**src/rtl/imem_axi_loader.sv**
```systemverilog
// AXI4-Lite slave that loads and reads back instruction memory.
// One transaction at a time; writes take priority over reads.
module imem_axi_loader #(
   parameter int WORD_AW = 12,
   parameter int AXI_AW  = 14
) (
   input  logic              clk,
   input  logic              rst,
   input  logic [AXI_AW-1:0] s_axi_awaddr,
   input  logic              s_axi_awvalid,
   output logic              s_axi_awready,
   input  logic [31:0]       s_axi_wdata,
   input  logic [3:0]        s_axi_wstrb,
   input  logic              s_axi_wvalid,
   output logic              s_axi_wready,
   output logic [1:0]        s_axi_bresp,
   output logic              s_axi_bvalid,
   input  logic              s_axi_bready,
   input  logic [AXI_AW-1:0] s_axi_araddr,
   input  logic              s_axi_arvalid,
   output logic              s_axi_arready,
   output logic [31:0]       s_axi_rdata,
   output logic [1:0]        s_axi_rresp,
   output logic              s_axi_rvalid,
   input  logic              s_axi_rready,
   output logic              mem_we,
   output logic [WORD_AW-1:0] mem_addr,
   output logic [31:0]       mem_wdata,
   input  logic [31:0]       mem_rdata,
   output logic              busy
);

   typedef enum logic [2:0] {
      IDLE,
      WR_WAIT,
      WR_EXEC,
      WR_RESP,
      RD_WAIT,
      RD_CAPT,
      RD_RESP
   } state_t;

   state_t state;
   state_t state_nx;

   logic              aw_lat;
   logic              w_lat;
   logic [AXI_AW-1:0] awaddr_q;
   logic [31:0]       wdata_q;
   logic [3:0]        wstrb_q;

   logic wr_accept;
   logic aw_hs;
   logic w_hs;
   logic ar_hs;
   logic have_aw;
   logic have_w;
   logic wr_ok;

   assign wr_accept = (state == IDLE) || (state == WR_WAIT);

   // Readies are gated by rst so every output reads zero during reset.
   assign s_axi_awready = !rst && wr_accept && !aw_lat;
   assign s_axi_wready  = !rst && wr_accept && !w_lat;
   assign s_axi_arready = !rst && (state == IDLE)
                          && !s_axi_awvalid && !s_axi_wvalid;

   assign aw_hs   = s_axi_awvalid && s_axi_awready;
   assign w_hs    = s_axi_wvalid && s_axi_wready;
   assign ar_hs   = s_axi_arvalid && s_axi_arready;
   assign have_aw = aw_lat || aw_hs;
   assign have_w  = w_lat || w_hs;

   assign wr_ok = (wstrb_q == 4'hF) && (awaddr_q[1:0] == 2'b00);

   assign s_axi_rresp = 2'b00;
   assign busy        = (state != IDLE);

   always_ff @(posedge clk or posedge rst) begin
      if (rst) begin
         state <= IDLE;
      end else begin
         state <= state_nx;
      end
   end

   always_comb begin
      state_nx = state;
      unique case (state)
         IDLE: begin
            if (have_aw && have_w) begin
               state_nx = WR_EXEC;
            end else if (have_aw || have_w) begin
               state_nx = WR_WAIT;
            end else if (ar_hs) begin
               state_nx = RD_WAIT;
            end
         end
         WR_WAIT: begin
            if (have_aw && have_w) begin
               state_nx = WR_EXEC;
            end
         end
         WR_EXEC: state_nx = WR_RESP;
         WR_RESP: begin
            if (s_axi_bvalid && s_axi_bready) begin
               state_nx = IDLE;
            end
         end
         RD_WAIT: state_nx = RD_CAPT;
         RD_CAPT: state_nx = RD_RESP;
         RD_RESP: begin
            if (s_axi_rvalid && s_axi_rready) begin
               state_nx = IDLE;
            end
         end
         default: state_nx = IDLE;
      endcase
   end

   always_ff @(posedge clk or posedge rst) begin
      if (rst) begin
         aw_lat       <= 1'b0;
         w_lat        <= 1'b0;
         awaddr_q     <= '0;
         wdata_q      <= '0;
         wstrb_q      <= '0;
         mem_we       <= 1'b0;
         mem_addr     <= '0;
         mem_wdata    <= '0;
         s_axi_bvalid <= 1'b0;
         s_axi_bresp  <= 2'b00;
         s_axi_rvalid <= 1'b0;
         s_axi_rdata  <= '0;
      end else begin
         mem_we <= 1'b0;
         if (aw_hs) begin
            aw_lat   <= 1'b1;
            awaddr_q <= s_axi_awaddr;
         end
         if (w_hs) begin
            w_lat   <= 1'b1;
            wdata_q <= s_axi_wdata;
            wstrb_q <= s_axi_wstrb;
         end
         case (state)
            IDLE: begin
               if (ar_hs) begin
                  mem_addr <= s_axi_araddr[AXI_AW-1:2];
               end
            end
            WR_EXEC: begin
               aw_lat       <= 1'b0;
               w_lat        <= 1'b0;
               s_axi_bvalid <= 1'b1;
               // Partial or misaligned writes are refused with SLVERR.
               s_axi_bresp  <= wr_ok ? 2'b00 : 2'b10;
               if (wr_ok) begin
                  mem_we    <= 1'b1;
                  mem_addr  <= awaddr_q[AXI_AW-1:2];
                  mem_wdata <= wdata_q;
               end
            end
            WR_RESP: begin
               if (s_axi_bready) begin
                  s_axi_bvalid <= 1'b0;
                  s_axi_bresp  <= 2'b00;
               end
            end
            RD_CAPT: begin
               s_axi_rdata  <= mem_rdata;
               s_axi_rvalid <= 1'b1;
            end
            RD_RESP: begin
               if (s_axi_rready) begin
                  s_axi_rvalid <= 1'b0;
               end
            end
            default: ;
         endcase
      end
   end

endmodule

```
**config.mk**
```make
export PLATFORM = sky130hd
export DESIGN_NAME = imem_axi_loader
export DESIGN_NICKNAME = d
export VERILOG_FILES = /design/src/rtl/imem_axi_loader.sv
export SDC_FILE = /design/constraint.sdc
export NUM_CORES = 1
export LEC_CHECK = 0
export ABC_CLOCK_PERIOD_IN_PS = 7700
export CORE_MARGIN = 1
export CORE_UTILIZATION = 45
export CTS_BUF_LIST = sky130_fd_sc_hd__clkbuf_4 sky130_fd_sc_hd__clkbuf_8 sky130_fd_sc_hd__clkbuf_16
export CTS_CLUSTER_SIZE = 25
export DETAILED_ROUTE_END_ITERATION = 12
export PLACE_DENSITY_LB_ADDON = 0.25
export SYNTH_ARGS = -nofsm -noshare
export SYNTH_HDL_FRONTEND = slang
export SYNTH_SLANG_ARGS = --single-unit
```
**constraint.sdc**
```tcl
create_clock -name clk -period 7.7 [get_ports clk]
set_clock_uncertainty 0.15 [all_clocks]
set_input_delay 1.155 -clock clk [delete_from_list [all_inputs] [get_ports clk]]
set_output_delay 1.155 -clock clk [all_outputs]
set_load 0.05 [all_outputs]
```
==> impl_metrics.toml, run 1 <==
[clocking]
cts_buffer_depth = 2
hold_buffers = 0
clockRootBuffer = "clkbuf_16"
path_clk_slew_ns = 0.05
worstSkewPairLatency_ns = 0.41
cts_tree = "yes"
clock_sinks = 135
post-cts-setup-buffers = 0
htreeDepth = 4
ctsResizeCount = 0
cts_inserted_buffers = 17

[detailed_routing]
drc = 12
routed_wirelength_mm = 11.8
firstDrtPassIters = 10
wl_per_cell_microns = 16.7
vias = 3615
ant_nets = 0
post_drt_via_cell_ratio = 5.11
drt_iter0_drc = 135

[setup_path]
crit_type = "flop to output port"
r2r_slack_ns = 4.71
slowest_delay_ns = 0.89
critPathMaxFanout = 30
slowest_stage = "nor2_2"
reg2reg_from = "state[1]"
r2r_cells = 9
worstPathArrival_ns = 3.13
crit_path_start_kind = "flop"
endpoint_kind = "output port"
r2r-end = "state[0]"
required_ns = 6.39
startpoint = "state[2]"
path_cells = "nor2_2 -> nand2_1 -> nor4_1 -> clkdlybuf4s50_1"

[floorplan]
ios = 190
start_util_pct = 46.9
fp.dieW_microns = 112
fp.dieH_microns = 112
fp.coreArea_sq_um = 11600
rows = 39
dieArea_sq_um = 12500

[finish]
final_util_pct = 69.1
area_growth_pct = 47.5
drive_above_1_share_pct = 27.8
nets = 656
diodes = 0
fill_cells = 842

[hold_path]
hold_depth = 1
hp-start = "wdata_q[15]"
hold_class = "flop to flop"
min_delay_worst_endpoint = "wdata_q[15]"

[synthesis]
synthCells = 366
synth_area_sq_um = 5420
async_flop_share_pct = 100
yosys.area.top_type = "dfrtp_1"
synth_area_leaders = "dfrtp_1, mux2_2, mux2i_1"
ys.flop_type = "dfrtp_1"
synth.distinct_cells = 33
synth_edf_count = 0
yosys.area.top_type_share_pct = 62.3
synth_seq_cells = 135
yosysSeqAreaShare_pct = 62.3
yosys_warnings = 0
syn_avg_cell_area_sq_um = 14.8

[place]
gp_congestion = 0.767
post-dp-hpwl_mm = 7.94
portBuffers = 184

[grt]
antenna_found_initial = 0
track_usage_pct = 20.5
grt_max_degree = 71
grt_pass1_wl_mm = 19.7
grt_overflow = 0
grt_pass1_vias = 3942

[timing]
hold_violations = 0
maxSlewViolCount = 0
setup_violations = 0
tns_ns = 0
rsz0062_at_grt = "no"
max-slew-margin-rel_pct = 28.7
worstMarginPinSlew_ns = 1.07
final.min_clock_period_ns = 4.44
fin_crit_sh_pct = 57.6
max_freq_mhz = 225

[flow_run]
cap_violations = 0

[power]
powerDensity_nw_per_um2 = 461
p_leak_uw = 0.00348
ir_drop_mv = 0.340

[status]
status = "finished with violations"
violations = "DRC"
-- logic make-up after synthesis --
kind of cell	after synthesis	share of synthesized area, %
compound gates	43	4.94
fa+ha+maj	2	0.462
buf+inv	29	2.82
flops	135	62.3
mux	127	26.1
other cells	1	0.0692
simple gates	29	3.28
-- state kept, by name, indices dropped and copies added, names as in the netlist, 3 cells and up --
name,cells
wstrb_q,4
s_axi_rdata,32
mem_addr,12
state,3
wdata_q,32
awaddr_q,14
mem_wdata,32
-- layout make-up --
type / count / area, sq um / share of cell area, %
clock inverters: 9 / 145 / 1.82
well taps: 143 / 179 / 2.24
repair buffers: 188 / 1870 / 23.4
clock buffers: 23 / 495 / 6.20
flip-flops and latches: 135 / 3380 / 42.3
inverters: 5 / 23.8 / 0.297
multi-input cells: 204 / 1900 / 23.8
-- synthesized netlist by cell type, types with 4 or more instances --
cell / n
a21oi_1: 20
a31oi_1: 12
buf_2: 11
buf_4: 6
clkbuf_1: 5
dfrtp_1: 135
inv_1: 5
mux2_2: 114
mux2i_1: 13
nand2_1: 8
nand2b_1: 4
o21ai_0: 5
-- worst max-delay path: cells and delay by family (launching register included) --
kind	cells	cell delay, ns
AND/OR/NAND/NOR	3	1.32
buffers and inverters	1	0.86
flip-flops	1	0.53
-- report_power, final --
group / switching (uW) / internal, uW
Clock: 281 / 580
Sequential: 169 / 1030
Combinational: 975 / 653
Total: 1420 / 2260
-- layer usage --
layer	wire (microns)	vias up	global-route usage, %	part of all wire, %
li1	-	1677	-	-
met1	4870	1804	24.9	41
met2	6000	119	34.2	51
met3	699	15	5.61	5.9
met4	205	0	8.92	1.7
met5	0	-	0	0
-- metrics by stage --
step / std cells / setup WS (ns) / hold WS (ns) / total power [uW] / cell area, sq um
finish: 707 / 3.26 / 0.347 / 3690 / 7990
global route: 707 / 2.92 / 0.361 / 3870 / 7990
CTS: 707 / 3.23 / 0.350 / 3730 / 7990
detailed placement: 675 / 3.41 / 0.338 / 2840 / 7350
global placement: 675 / 3.42 / 0.329 / 2790 / 7350
floorplan: 368 / 2.78 / 0.320 / 2300 / 5430
-- how the worst max path moves through the flow --
stage | endpoint | slack, ns | depth (start not counted)
global route | s_axi_arready | 2.92 | 4
global placement | s_axi_awready | 3.42 | 3
CTS | s_axi_arready | 3.23 | 4
floorplan | aw_lat | 2.78 | 1
finish | s_axi_arready | 3.26 | 4
detailed placement | s_axi_wready | 3.41 | 3
-- cell usage in the layout (no fill, tap or decap), types with 2 or more instances in the layout --
| master | Yosys | final |
|---|---|---|
| ha_1 | 2 | 2 |
| dfrtp_1 | 135 | 135 |
| clkbuf_4 | 0 | 2 |
| nor2_1 | 3 | 2 |
| inv_1 | 5 | 4 |
| nor2b_1 | 3 | 3 |
| buf_4 | 6 | 4 |
| a21oi_1 | 20 | 20 |
| nand3_1 | 2 | 2 |
| clkbuf_16 | 0 | 17 |
| clkdlybuf4s50_1 | 0 | 184 |
| nand2_1 | 8 | 8 |
| a31oi_1 | 12 | 12 |
| mux2_2 | 114 | 114 |
| nor4_2 | 2 | 2 |
| bufinv_16 | 0 | 4 |
| conb_1 | 1 | 3 |
| clkinv_2 | 0 | 5 |
| nand2b_1 | 4 | 4 |
| clkbuf_8 | 0 | 4 |
| mux2i_1 | 13 | 13 |
| o21ai_0 | 5 | 5 |
Power figures use the tool's default switching activity.
==> inputs of run 2 (changes only) <==
--- a/config.mk
+++ b/config.mk
@@ -5,9 +5,9 @@
 export SDC_FILE = /design/constraint.sdc
 export NUM_CORES = 1
 export LEC_CHECK = 0
-export ABC_CLOCK_PERIOD_IN_PS = 7700
+export ABC_CLOCK_PERIOD_IN_PS = 4000
 export CORE_MARGIN = 1
-export CORE_UTILIZATION = 45
+export CORE_UTILIZATION = 41
 export CTS_BUF_LIST = sky130_fd_sc_hd__clkbuf_4 sky130_fd_sc_hd__clkbuf_8 sky130_fd_sc_hd__clkbuf_16
 export CTS_CLUSTER_SIZE = 25
 export DETAILED_ROUTE_END_ITERATION = 12
==> constraint.sdc (replaced) <==
create_clock -name clk -period 4 [get_ports clk]
set_clock_uncertainty 0.15 [all_clocks]
set_input_delay 0.6 -clock clk [delete_from_list [all_inputs] [get_ports clk]]
set_output_delay 0.6 -clock clk [all_outputs]
set_load 0.05 [all_outputs]
==> run 2 against run 1 <==
  * The flow now finishes without violations
  * Utilization fell by 6.5 points
  * First-iteration DRC count up 2.2%
  * Worst hold slack improved by 0.0010 ns
  * Clock power up 68%
  * Total power grew 87%
  * Critical endpoint unchanged
  * Critical path type unchanged
  * Largest power group unchanged
  * Final area about the same
  * Global-route usage shrank 2.7 points
==> impl_metrics.toml, run 2 (same netlist as run 1, synthesis figures left out) <==
[timing]
max_freq_mhz = 311
hold_violations = 0
whs_ns = 0.348
max-slew-margin-rel_pct = 43.3
setup_ws_ns = 0.781
final.min_clock_period_ns = 3.22
fin_crit_sh_pct = 80.5
tns_ns = 0
maxSlewViolCount = 0
worstMarginPinSlew_ns = 0.851
setup_violations = 0
rsz0062_at_grt = "no"

[detailed_routing]
drc = 0
routed_wirelength_mm = 11.6
vias = 3616
ant_nets = 0
wl_per_cell_microns = 15.8
drt_iter0_drc = 138
firstDrtPassIters = 4
post_drt_via_cell_ratio = 4.91

[floorplan]
fp.dieW_microns = 117
rows = 41
start_util_pct = 42.4
fp.dieH_microns = 117
fp.coreArea_sq_um = 12800
dieArea_sq_um = 13700
ios = 190

[hold_path]
min_delay_worst_endpoint = "wdata_q[0]"
hold_depth = 1
hp-start = "wdata_q[0]"
hold_class = "flop to flop"

[clocking]
clockRootBuffer = "clkbuf_16"
cts_tree = "yes"
cts_inserted_buffers = 17
hold_buffers = 0
htreeDepth = 4
path_clk_slew_ns = 0.05
ctsResizeCount = 0
clock_sinks = 135
cts_buffer_depth = 2
post-cts-setup-buffers = 0
worstSkewPairLatency_ns = 0.41

[place]
post-dp-hpwl_mm = 8.11
post-place-ws_ns = 0.806
dpl-instance-area_sq_um = 7430
portBuffers = 184
gp_congestion = 0.725

[setup_path]
reg2reg_from = "state[1]"
r2r_cells = 5
r2r_slack_ns = 1.38
crit_path_start_kind = "flop"
worstPathArrival_ns = 2.47
r2r-end = "mem_addr[3]"
crit_type = "flop to output port"
required_ns = 3.25
startpoint = "state[1]"
endpoint_kind = "output port"
critPathMaxFanout = 17

[finish]
area_growth_pct = 47.4
multiInputGateArea_sq_um = 1900
drive_above_1_share_pct = 28.0
fill_cells = 945
final_common_cell = "clkdlybuf4s50_1"
stdcell_area_sq_um = 7990
nets = 659
final_cell_mix = "clkdlybuf4s50_1, dfrtp_1, mux2_2"
regArea_sq_um = 3380
reg_top3 = "mem_wdata (32), s_axi_rdata (32), wdata_q (32)"
diodes = 0

[power]
finalPower_uw = 6900
powerDensity_nw_per_um2 = 863
ir_drop_mv = 0.533
p_leak_uw = 0.00346

[grt]
track_usage_pct = 17.7
grt_pass1_vias = 3807
grt_max_degree = 58
grt_overflow = 0
grt_pass1_wl_mm = 18.3
antenna_found_initial = 0

[status]
status = "complete, no violations"

[flow_run]
cap_violations = 0
[run 2: final cells by class]
cell class	instances	area share, %
clock buffers	26	6.40
clock inverters	4	0.564
inverters	5	0.282
multi-input cells	204	23.8
flip-flops and latches	135	42.3
well taps	172	2.69
repair buffers	191	24.0
[run 2: worst max-delay path by stage]
stage | endpoint | slack [ns] | cells after the start
global route | s_axi_arready | 0.62 | 4
detailed placement | s_axi_awready | 0.81 | 3
CTS | s_axi_arready | 0.74 | 4
finish | s_axi_arready | 0.78 | 4
global placement | s_axi_awready | 0.83 | 3
floorplan | s_axi_arready | 0.40 | 5
[run 2: metrics by stage]
stage	util, %	cells
floorplan	-	368
global placement	58.2	707
detailed placement	58.2	707
CTS	62.6	737
global route	62.6	737
finish	62.6	737
[run 2: per-layer routing]
metal	part of all wire [%]	global-route usage, %	vias up
met5	0	0	-
met4	1.4	6.84	0
met3	8.1	6.69	15
met2	49	29.3	130
met1	41	21.0	1795
li1	-	-	1676
[run 2: report_power, final]
group | leakage [uW] | internal, uW | switching, uW | total, uW
clock | 0.000285 | 934 | 517 | 1450
sequential | 0.00167 | 1980 | 354 | 2330
combinational | 0.00150 | 1270 | 1840 | 3110
total | 0.00346 | 4180 | 2720 | 6900
[run 2: worst max-delay path, cell delays in order, from the launching register on]
cell and delay (ns):
dfrtp_1 0.67, inv_1 0.26, nand2_1 0.11, nor4_1 0.17, clkdlybuf4s50_1 0.85
==> inputs of run 3 (changes only) <==
--- a/config.mk
+++ b/config.mk
@@ -5,9 +5,9 @@
 export SDC_FILE = /design/constraint.sdc
 export NUM_CORES = 1
 export LEC_CHECK = 0
-export ABC_CLOCK_PERIOD_IN_PS = 4000
+export ABC_CLOCK_PERIOD_IN_PS = 3200
 export CORE_MARGIN = 1
-export CORE_UTILIZATION = 41
+export CORE_UTILIZATION = 45
 export CTS_BUF_LIST = sky130_fd_sc_hd__clkbuf_4 sky130_fd_sc_hd__clkbuf_8 sky130_fd_sc_hd__clkbuf_16
 export CTS_CLUSTER_SIZE = 25
 export DETAILED_ROUTE_END_ITERATION = 12
==> constraint.sdc (replaced) <==
create_clock -name clk -period 3.2 [get_ports clk]
set_clock_uncertainty 0.15 [all_clocks]
set_input_delay 0.48 -clock clk [delete_from_list [all_inputs] [get_ports clk]]
set_output_delay 0.48 -clock clk [all_outputs]
set_load 0.05 [all_outputs]
==> run 3 against run 2 <==
  * The flow now finishes with violations (DRC)
  * First-iteration DRC count fell by 17%
  * Clock power is 19% higher
  * Final cell count shrank 3.9%
  * Total power rose by 24%
  * Utilization is 6.1 points higher
  * Die area down 8.7%
  * Combinational power grew 26%
  * Non-clock buffer count increased by 1
  * Critical path depth increased by 1
  * Final area fell by 0.56%
  * Largest cell class unchanged
==> impl_metrics.toml, run 3 (same netlist as run 1, synthesis figures left out) <==
[finish]
final_cell_mix = "clkdlybuf4s50_1, dfrtp_1, mux2_2"
area_growth_pct = 46.6
final_util_pct = 68.7
final_common_cell = "clkdlybuf4s50_1"
diodes = 0
drive_above_1_share_pct = 28.8
fill_cells = 839
nets = 660
stdcell_area_sq_um = 7950
reg_top3 = "mem_wdata (32), s_axi_rdata (32), wdata_q (32)"

[hold_path]
hold_depth = 1
hold_class = "flop to flop"
min_delay_worst_endpoint = "awaddr_q[0]"
hp-start = "awaddr_q[0]"

[detailed_routing]
firstDrtPassIters = 10
routed_wirelength_mm = 11.7
wl_per_cell_microns = 16.5
drt_iter0_drc = 115
ant_nets = 0
drc = 12
vias = 3583
post_drt_via_cell_ratio = 5.06

[grt]
grt_pass1_wl_mm = 19.8
track_usage_pct = 20.6
grt_overflow = 0
antenna_found_initial = 0
grt_max_degree = 71
grt_pass1_vias = 3961

[timing]
max-slew-margin-rel_pct = 43.0
tns_ns = 0
setup_violations = 0
hold_violations = 0
worstMarginPinSlew_ns = 0.854
fin_crit_sh_pct = 82.5
final.min_clock_period_ns = 2.64
max_freq_mhz = 379
maxSlewViolCount = 0
rsz0062_at_grt = "no"

[power]
switching_power_uw = 3410
ir_drop_mv = 0.878
pwr-share-comb_pct = 45.9
p_int_uw = 5150
pwr-share-seq_pct = 33.9
clock_power_share_pct = 20.2
switching_share_pct = 39.9
powerDensity_nw_per_um2 = 1080
p_leak_uw = 0.00345

[setup_path]
crit_path_start_kind = "flop"
reg2reg_from = "state[1]"
crit_type = "flop to output port"
r2r_slack_ns = 0.82
required_ns = 2.57
r2r-end = "mem_addr[1]"
critPathMaxFanout = 29
startpoint = "state[2]"
worstPathArrival_ns = 2.01
r2r_cells = 5
endpoint_kind = "output port"

[clocking]
worstSkewPairLatency_ns = 0.41
cts_tree = "yes"
htreeDepth = 4
hold_buffers = 0
cts_buffer_depth = 2
path_clk_slew_ns = 0.05
post-cts-setup-buffers = 0
clockRootBuffer = "clkbuf_16"
ctsResizeCount = 0
clock_sinks = 135
cts_inserted_buffers = 17

[floorplan]
fp.dieH_microns = 112
fp.coreArea_sq_um = 11600
fp.dieW_microns = 112
rows = 39
dieArea_sq_um = 12500
ios = 190
start_util_pct = 46.9

[status]
status = "finished with violations"
violations = "DRC"

[place]
dpl-instance-area_sq_um = 7410
gp_congestion = 0.804
portBuffers = 184
post-dp-hpwl_mm = 8.03

[flow_run]
cap_violations = 0
-- run 3: changes by cell type in the layout (fill, tap and decap cells not counted), sizes merged --
| cell | before | now |
|---|---|---|
| bufinv | 1 | 0 |
| clkinv | 3 | 1 |
| buf | 7 | 12 |
| clkinvlp | 1 | 3 |
| clkdlybuf4s50 | 184 | 180 |
-- run 3: how the worst max path moves through the flow --
stage / end / slack, ns
after floorplan: s_axi_arready / 0.30
after global placement: mem_addr[3] / 0.49
after detailed placement: mem_addr[11] / 0.43
after CTS: s_axi_arready / 0.56
after global routing: s_axi_arready / 0.40
final: s_axi_arready / 0.56
-- run 3: power groups by stage --
| stage | registers (uW) | clock network (uW) | logic (uW) |
|---|---|---|---|
| 4_1_cts | 2900 | 1770 | 3960 |
| 3_5_place_dp | 2920 | 0 | 3940 |
| 3_3_place_gp | 2870 | 0 | 3870 |
| 6_report | 2900 | 1730 | 3930 |
| 2_1_floorplan | 4260 | 0 | 1280 |
| 5_1_grt | 3010 | 1860 | 4150 |
-- run 3: through the flow --
stage          hold WS [ns]  setup slack (ns)  cells  power (uW)
3_5_place_dp          0.336             0.432    679        6860
4_1_cts               0.348             0.558    708        8630
2_1_floorplan         0.320             0.303    368        5540
6_report              0.343             0.560    708        8560
3_3_place_gp          0.329             0.490    679        6740
5_1_grt               0.361             0.403    708        9010
-- run 3: worst max-delay path, cell delays in order (launching register included) --
cell	delay [ns]
dfrtp_1	0.53
nor2_2	0.18
buf_4	0.30
nand2_1	0.15
nor4_2	0.25
buf_12	0.18
-- run 3: final cells by class --
class                           count  area (sq um)  share of cell area [%]
Clock buffer                       26           512                    6.44
Clock inverter                      3          20.0                   0.252
Inverter                            5          22.5                   0.283
Multi-Input combinational cell    204          1900                    24.0
Sequential cell                   135          3380                    42.5
Tap cell                          143           179                    2.25
Timing Repair Buffer              192          1930                    24.3
-- run 3: per-layer routing --
metal  routed length [microns]  global-route usage, %
met5                         0                      0
met1                      4840                   25.1
met3                       869                   6.59
met2                      5750                   33.5
met4                       242                   9.10
